### config.mk
export PLATFORM = sky130hd
export DESIGN_NAME = seg_display_mux
export DESIGN_NICKNAME = d
export VERILOG_FILES = /design/src/rtl/seg_display_mux.sv
export SDC_FILE = /design/constraint.sdc
export NUM_CORES = 1
export LEC_CHECK = 0
export ABC_CLOCK_PERIOD_IN_PS = 2710
export BUFFER_PORTS_ARGS = -buffer_cell sky130_fd_sc_hd__buf_4
export CAP_MARGIN = 20
export CORE_MARGIN = 2
export CORE_UTILIZATION = 50
export DETAILED_ROUTE_END_ITERATION = 8
export PLACE_DENSITY = 0.76
export RECOVER_POWER = 25
export REMOVE_ABC_BUFFERS = 1
export SYNTH_ARGS = -nofsm -noshare
export SYNTH_HDL_FRONTEND = slang
export SYNTH_SLANG_ARGS = --single-unit
### constraint.sdc
create_clock -name clk5 -period 2.71 [get_ports clk5]
set_input_delay 0 -clock clk5 [delete_from_list [all_inputs] [get_ports clk5]]
set_output_delay 0 -clock clk5 [all_outputs]
set_load 0.05 [all_outputs]
### src/rtl/seg_display_mux.sv
// seg_display_mux -- four-digit multiplexed seven-segment display driver.
//
// Scans four BCD digits onto a common-anode display, one digit per slot of
// SCAN_DIV clk5 cycles. The digits and the decimal-point requests are
// captured into shadow registers once per frame, so a frame is never torn.
// All display outputs are registered and lag the scan index by one cycle.
//
// Parameters:
//   SCAN_DIV  clk5 cycles per digit slot (legal range 2..65535)
//
// Ports:
//   clk5         system clock, rising edge
//   reset        asynchronous reset, active-low
//   digit0..3    BCD digits (ones..thousands)
//   dp_pos       decimal point request, bit n = digit n, active-high
//   an           anode enables, active-low, bit n = digit n
//   seg          cathodes {g,f,e,d,c,b,a}, active-low
//   dp           decimal point cathode, active-low
//
// Build option:
//   LEADING_ZERO_BLANK_EN  when defined, leading zeros on digits 3..1 are
//                          blanked (digit0 is always shown).

module seg_display_mux #(
  parameter int unsigned SCAN_DIV = 1000
) (
  input  logic       clk5,
  input  logic       reset,
  input  logic [3:0] digit0,
  input  logic [3:0] digit1,
  input  logic [3:0] digit2,
  input  logic [3:0] digit3,
  input  logic [3:0] dp_pos,
  output logic [3:0] an,
  output logic [6:0] seg,
  output logic       dp
);

  localparam int unsigned   PW         = (SCAN_DIV > 2) ? $clog2(SCAN_DIV) : 1;
  localparam logic [PW-1:0] PRESC_LAST = PW'(SCAN_DIV - 1);

  // ST_LOAD is the single cycle after reset release that only loads the
  // shadow; scanning (prescaler, index, outputs) begins in ST_SCAN.
  typedef enum logic {ST_LOAD, ST_SCAN} state_t;

  state_t        r_state;
  logic [PW-1:0] r_presc;
  logic [1:0]    r_idx;
  logic [3:0]    r_sh_d0;
  logic [3:0]    r_sh_d1;
  logic [3:0]    r_sh_d2;
  logic [3:0]    r_sh_d3;
  logic [3:0]    r_sh_dp;

  logic          w_presc_last;
  logic [3:0]    w_sel_digit;
  logic          w_sel_dp;
  logic [3:0]    w_blank;
  logic          w_sel_blank;
  logic [6:0]    w_seg_dec;

  always_comb begin
    w_presc_last = (r_presc == PRESC_LAST);

    case (r_idx)
      2'd0:    w_sel_digit = r_sh_d0;
      2'd1:    w_sel_digit = r_sh_d1;
      2'd2:    w_sel_digit = r_sh_d2;
      default: w_sel_digit = r_sh_d3;
    endcase
    w_sel_dp = r_sh_dp[r_idx];

    w_blank = '0;
`ifdef LEADING_ZERO_BLANK_EN
    // Each blank condition chains from the more significant digit.
    w_blank[3] = (r_sh_d3 == 4'd0);
    w_blank[2] = w_blank[3] && (r_sh_d2 == 4'd0);
    w_blank[1] = w_blank[2] && (r_sh_d1 == 4'd0);
`else
    w_blank = '0;
`endif
    w_sel_blank = w_blank[r_idx];

    case (w_sel_digit)
      4'd0:    w_seg_dec = 7'b1000000;
      4'd1:    w_seg_dec = 7'b1111001;
      4'd2:    w_seg_dec = 7'b0100100;
      4'd3:    w_seg_dec = 7'b0110000;
      4'd4:    w_seg_dec = 7'b0011001;
      4'd5:    w_seg_dec = 7'b0010010;
      4'd6:    w_seg_dec = 7'b0000010;
      4'd7:    w_seg_dec = 7'b1111000;
      4'd8:    w_seg_dec = 7'b0000000;
      4'd9:    w_seg_dec = 7'b0010000;
      default: w_seg_dec = 7'b0111111;
    endcase
  end

  always_ff @(posedge clk5 or negedge reset) begin
    if (!reset) begin
      r_state <= ST_LOAD;
      r_presc <= '0;
      r_idx   <= '0;
      r_sh_d0 <= '0;
      r_sh_d1 <= '0;
      r_sh_d2 <= '0;
      r_sh_d3 <= '0;
      r_sh_dp <= '0;
      an      <= '1;
      seg     <= '1;
      dp      <= 1'b1;
    end else begin
      case (r_state)
        ST_LOAD: begin
          r_sh_d0 <= digit0;
          r_sh_d1 <= digit1;
          r_sh_d2 <= digit2;
          r_sh_d3 <= digit3;
          r_sh_dp <= dp_pos;
          r_state <= ST_SCAN;
        end
        default: begin
          if (w_sel_blank) begin
            an  <= '1;
            seg <= '1;
            dp  <= 1'b1;
          end else begin
            an  <= ~(4'b0001 << r_idx);
            seg <= w_seg_dec;
            dp  <= ~w_sel_dp;
          end

          if (w_presc_last) begin
            r_presc <= '0;
            r_idx   <= r_idx + 2'd1;
            // Recapture as index 3 wraps; this edge still shows the old
            // digit 3, the next edge shows the new digit 0.
            if (r_idx == 2'd3) begin
              r_sh_d0 <= digit0;
              r_sh_d1 <= digit1;
              r_sh_d2 <= digit2;
              r_sh_d3 <= digit3;
              r_sh_dp <= dp_pos;
            end
          end else begin
            r_presc <= r_presc + PW'(1);
          end
        end
      endcase
    end
  end

endmodule

==> run_results.csv, run 1 <==
group,metric,value,unit
sta,rsz0062_at_grt,"false",
synthesis,synthFlopType,"dfrtp_1",
cells_and_area,stdcell_area,0.002705,sq mm
cells_and_area,antennaDiodeCount,0,
synthesis,ys_types,36,
power_and_ir_drop,p_leak,1.213,nW
grt,antenna_found_initial,0,
clocking,cts_tree,"built",
clocking,cts-root-buf,"clkbuf_8",
clocking,clk_path_buf_depth,2,
setup_path,path_buf_inv,1,
drt,dr.pass1.iters,4,
setup_path,crit_slowest_cell,"dfrtp_1",
floorplanning,dieArea,0.004765,sq mm
setup_path,cp-start-kind,"flop",
synthesis,synth_edf_count,0,
drt,drc,0,
sta,whs,452.1,ps
clocking,cts_sinks,45,
sta,fin_crit_sh,0.8399,
floorplanning,initial_utilization,0.5248,
floorplanning,ioPinCount,34,
grt,grt_usage,0.1836,
setup_path,endpoint_kind,"flop",
synthesis,synthArstFlopShare,1.000,
synthesis,yosysSeqAreaShare,0.5396,
setup_path,rrSetupSlack,430,ps
cells_and_area,drive_gt1_frac,0.3460,
grt,grt_pass1_vias,1493,
place,dp_hpwl,2748,um
power_and_ir_drop,power_density,636.0,mW/mm^2
drt,routed_wl,4148,um
synthesis,yosys-top-cells-count,"dfrtp_1, mux2_2, nor2_1",
hold_path,hp-class,"primary input to asynchronous set/reset pin",
synthesis,ys_seq_elements,45,
drt,vias,1485,
drt,wl_per_cell,14.45,um
synthesis,syn_area,0.002115,sq mm
clocking,clkLatencyLatePin,280,ps
place,portBuffers,33,
sta,setup_viol,0,
setup_path,required,2930,ps
power_and_ir_drop,ir_drop,0.3932,mV
place,gp_congestion,0.7674,
setup_path,critPathMaxFanout,6,
setup_path,crit_arrival,2500,ps
cells_and_area,syn_to_final_growth,27.93,%
synthesis,ys_top_cells_by_area,"dfrtp_1, dfstp_2, mux2_2",
synthesis,synth.avg_cell_area,11.95,sq um
grt,grt_max_degree,46,
drt,drt_iter0_drc,71,
sta,skew,4.999,ps
synthesis,synthCells,177,
floorplanning,die_x,69.03,um
floorplanning,row_count,23,
sta,clock.fmax,439.3,MHz
synthesis,yosys_warnings,0,
grt,grt_pass1_wl,7072,um
setup_path,critPathMaxStageDelay,420,ps
setup_path,path_common_cell,"ha_1",
drt,viasPerCell,5.174,
drt,ant_nets,0,
setup_path,cp_top_family,"compound AO/OA/AOI/OAI gates",
cells_and_area,num-nets-final,266,
setup_path,worst_r2r_endpoint,"seg[5]$_DFFE_PN1P_",
setup_path,r2r-start,"r_idx[0]$_DFFE_PN0P_",
clocking,clkSlewWorstSetupHoldPaths,80,ps
floorplanning,core,0.004029,sq mm
sta,layout_min_cycle_time,2276,ps
sta,drv_slew,0,
grt,grt-ovfl-total,0,
floorplanning,die_h,69.03,um
run,maxCapViolations,0,
place,place_area,0.002417,sq mm
setup_path,worstRegToRegCells,7,
outcome,status,"completed",
synthesis,synth.top_cell.area_share,0.3905,
sta,worst_pin_slew,1095,ps
clocking,h-tree-depth,2,
setup_path,crit_chain,"inv_1, ha_1, a222oi_1, a21oi_1, ha_1, or3_1, a31o_2",
sta,finalHoldViolCount,0,
setup_path,critPathKind,"flop to flop",
sta,worst_slew_margin_rel,0.2697,
clocking,numCtsBuffers,5,
synthesis,yosys.area.top_type,"dfrtp_1",
sta,tns,0,ps
synthesis,yosysMostFrequentCell,"dfrtp_1",
[logic make-up after synthesis]
logic type	synth area share
compound gates	0.07811
fa+ha+maj	0.04734
xor+xnor	0.03314
other cells	0.001773
flops	0.5396
buf+inv	0.03550
simple gates	0.08699
mux	0.1775
[repair_timing]
action | in CTS | in global routing
endpoints found under the hold margin | 53 | 0
resized for setup | 0 | 0
hold buffers | 21 | 0
buffers inserted | 0 | 0
[cells in the final DEF (no fill, tap or decap), types with 2 or more instances in the layout]
cell type	Yosys	layout
dlygate4sd3_1	0	21
nor2b_1	4	4
a21oi_1	11	11
nor2_1	16	16
a22oi_1	2	2
a222oi_1	3	3
dfstp_2	12	12
clkbuf_1	2	3
inv_1	13	13
nand2_1	7	7
xor2_1	3	3
ha_1	8	8
mux2i_1	6	6
nand4_1	2	2
o21ai_0	2	2
clkbuf_8	0	5
mux2_2	26	26
nor3_1	2	2
dfrtp_1	33	33
nand3_1	2	2
xnor2_1	5	5
buf_4	2	34
[stage by stage]
step                instances  total power [mW]  setup WS, ps  utilization
global route              287             1.815         278.7       0.6714
detailed placement        258             1.322         438.0       0.6000
CTS                       287             1.736         424.1       0.6721
floorplan                 173             1.184         623.1            -
global placement          258             1.308         513.1       0.6000
finish                    287             1.721         433.8       0.6714
[layer usage]
| layer | part of all wire | GRT usage |
|---|---|---|
| met3 | 0.026 | 0.03216 |
| met5 | 0 | 0 |
| met4 | 0.0055 | 0.05882 |
| met1 | 0.46 | 0.2435 |
| met2 | 0.51 | 0.3066 |
[report_power, final]
group | internal (mW) | switching, mW
sequential | 0.801 | 0.0897
clock | 0.183 | 0.206
combinational | 0.202 | 0.238
[registers in the layout (all words and copies together) (netlist names)]
signal   cells
an           4
r_idx        2
r_state      1
r_sh_d3      4
r_sh_d2      4
r_presc     10
seg          7
r_sh_d1      4
r_sh_dp      4
dp           1
r_sh_d0      4
[how the worst max path moves through the flow]
stage / startpoint / end / slack (ps) / cells after the start
global placement: r_idx[0]$_DFFE_PN0P_ / seg[5]$_DFFE_PN1P_ / 510 / 7
detailed placement: r_idx[0]$_DFFE_PN0P_ / seg[5]$_DFFE_PN1P_ / 440 / 7
finish: r_idx[0]$_DFFE_PN0P_ / seg[5]$_DFFE_PN1P_ / 430 / 7
CTS: r_idx[0]$_DFFE_PN0P_ / seg[5]$_DFFE_PN1P_ / 420 / 7
global route: r_idx[0]$_DFFE_PN0P_ / seg[5]$_DFFE_PN1P_ / 280 / 7
floorplan: r_presc[3]$_DFFE_PN0P_ / r_sh_d0[0]$_DFFE_PN0P_ / 620 / 5
[layout make-up]
type | instances | area (sq um)
Fill cell | 310 | 1324
Inverter | 14 | 52.55
Clock buffer | 8 | 80.08
Multi-Input combinational cell | 114 | 898.4
Sequential cell | 45 | 1141
Timing Repair Buffer | 56 | 470.5
Tap cell | 50 | 62.56
No activity file was read; power rests on OpenSTA's default activity.
==> run 2: changes to the inputs <==
--- a/config.mk
+++ b/config.mk
@@ -5,13 +5,13 @@
 export SDC_FILE = /design/constraint.sdc
 export NUM_CORES = 1
 export LEC_CHECK = 0
-export ABC_CLOCK_PERIOD_IN_PS = 2710
+export ABC_CLOCK_PERIOD_IN_PS = 1900
 export BUFFER_PORTS_ARGS = -buffer_cell sky130_fd_sc_hd__buf_4
 export CAP_MARGIN = 20
 export CORE_MARGIN = 2
 export CORE_UTILIZATION = 50
 export DETAILED_ROUTE_END_ITERATION = 8
-export PLACE_DENSITY = 0.76
+export PLACE_DENSITY = 0.79
 export RECOVER_POWER = 25
 export REMOVE_ABC_BUFFERS = 1
 export SYNTH_ARGS = -nofsm -noshare
==> constraint.sdc (replaced) <==
create_clock -name clk5 -period 1.9 [get_ports clk5]
set_input_delay 0 -clock clk5 [delete_from_list [all_inputs] [get_ports clk5]]
set_output_delay 0 -clock clk5 [all_outputs]
set_load 0.05 [all_outputs]
==> run_results.csv, run 2 (synthesis gave the netlist of run 1 again) <==
group,metric,value,unit
outcome,status,"complete, but fails checks",
outcome,failed_checks,"negative setup slack",
setup_path,critPathKind,"flop to flop",
drt,vias,1751,
drt,dr.pass1.iters,5,
floorplanning,ioPinCount,34,
cells_and_area,fin_cells,317,
power_and_ir_drop,p_leak,1.412,nW
floorplanning,die_x,69.03,um
setup_path,worstRegToRegCells,7,
cells_and_area,drive_gt1_frac,0.5281,
cells_and_area,reg_top3,"r_presc x10, seg x7",
cells_and_area,antennaDiodeCount,0,
cells_and_area,stdcell_area,0.003178,sq mm
sta,fin_ws,-348.8,ps
setup_path,cp-start-kind,"flop",
clocking,cts_tree,"built",
clocking,cts-root-buf,"clkbuf_8",
cells_and_area,largest_register_ffs,10,
floorplanning,initial_utilization,0.5248,
power_and_ir_drop,power_density,873.1,mW/mm^2
sta,worst_slew_margin_rel,0.2773,
sta,rsz0062_at_grt,"true",
setup_path,crit_arrival,2470,ps
setup_path,r2r-start,"r_idx[0]$_DFFE_PN0P_",
floorplanning,dieArea,0.004765,sq mm
setup_path,critPathMaxFanout,4,
floorplanning,core,0.004029,sq mm
clocking,h-tree-depth,2,
setup_path,rrSetupSlack,-350,ps
drt,viasPerCell,5.524,
drt,routed_wl,6032,um
grt,grt_max_degree,46,
cells_and_area,final_cell_mix,"buf_4, dfrtp_1, mux2_2, dlygate4sd3_1, nor2_1",
place,gp_congestion,0.7957,
cells_and_area,top_register,"r_presc",
setup_path,required,2130,ps
clocking,cts_sinks,45,
power_and_ir_drop,p_total,2.775,mW
place,dp.cells,275,
place,portBuffers,33,
cells_and_area,final_util,0.7888,
drt,drt_iter0_drc,112,
cells_and_area,num-nets-final,296,
clocking,clk_path_buf_depth,2,
setup_path,crit_start,"r_idx[0]$_DFFE_PN0P_",
sta,drv_slew,0,
grt,grt_pass1_wl,8224,um
drt,wl_per_cell,19.03,um
sta,finalHoldViolCount,0,
sta,layout_min_cycle_time,2249,ps
clocking,clkSlewWorstSetupHoldPaths,90,ps
floorplanning,die_h,69.03,um
floorplanning,row_count,23,
sta,clock.fmax,444.7,MHz
setup_path,endpoint_kind,"flop",
grt,grt_usage,0.2154,
grt,antenna_found_initial,0,
place,place_area,0.002557,sq mm
cells_and_area,layout_commonest_cell,"buf_4",
grt,grt-ovfl-total,0,
place,dp_hpwl,2884,um
hold_path,hp-class,"primary input to asynchronous set/reset pin",
drt,drc,0,
setup_path,endpoint,"seg[5]$_DFFE_PN1P_",
sta,fin_crit_sh,1.184,
cells_and_area,syn_to_final_growth,50.30,%
setup_path,worst_r2r_endpoint,"seg[5]$_DFFE_PN1P_",
run,maxCapViolations,0,
clocking,numCtsBuffers,5,
grt,grt_pass1_vias,1795,
sta,worst_pin_slew,1084,ps
power_and_ir_drop,ir_drop,0.6836,mV
drt,ant_nets,0,
sta,setup_viol,27,
sta,skew,9.977,ps
place,place_ws,-275.8,ps
clocking,clkLatencyLatePin,290,ps
[run 2: changes by cell type in the layout (fill, tap and decap cells not counted), moves of 4 or more]
cell     change
ha_4         +5
a21oi_1      -4
ha_1         -7
buf_4       +24
[run 2: worst min-delay path by stage]
stage	slack, ps	cells after the start	to
floorplan	-300	0	r_idx[0]$_DFFE_PN0P_
global placement	30	1	r_presc[8]$_DFFE_PN0P_
detailed placement	30	1	r_presc[8]$_DFFE_PN0P_
CTS	260	2	r_presc[3]$_DFFE_PN0P_
global route	490	2	an[2]$_DFFE_PN1P_
finish	430	2	r_presc[9]$_DFFE_PN0P_
[run 2: per-layer routing]
metal / global-route usage / part of all wire
met5: 0 / 0
met4: 0.08497 / 0.038
met3: 0.03947 / 0.038
met2: 0.3921 / 0.51
met1: 0.2483 / 0.41
[run 2: layout make-up]
| cell class | instances | area (sq um) |
|---|---|---|
| flip-flops and latches | 45 | 1144 |
| multi-input cells | 114 | 1059 |
| fillers | 239 | 850.8 |
| repair buffers | 86 | 754.5 |
| clock buffers | 7 | 96.34 |
| well taps | 50 | 62.56 |
| inverters | 14 | 57.56 |
| clock inverters | 1 | 5.005 |
[run 2: report_power, final]
part           internal, mW  switching [mW]  total, mW
combinational         0.408           0.458      0.866
sequential             1.14           0.116       1.26
clock                 0.329           0.320      0.650
[run 2: through the flow]
| stage | TNS, ps | hold WS (ps) |
|---|---|---|
| after global routing | -3473 | 492.7 |
| after detailed placement | -1473 | 32.28 |
| final | -2941 | 431.9 |
| after CTS | -803.7 | 255.1 |
| after floorplan | -4179 | -295.6 |
| after global placement | -1002 | 27.01 |
[run 2: worst max-delay path: stages, from the launching register on]
cell and delay [ps]:
dfrtp_2 450, inv_4 70, ha_4 160, a222oi_1 490
a21oi_2 170, ha_2 230, or3_4 370, a31o_2 240
[run 2: what timing repair did]
action                     4_1_cts  5_1_grt
pin swaps                        8       13
resized for setup               12       28
buffers inserted                 2        8
cloned                           0        3
setup endpoints to repair        7       27
hold endpoints to repair        53        0
hold buffers                    21        0
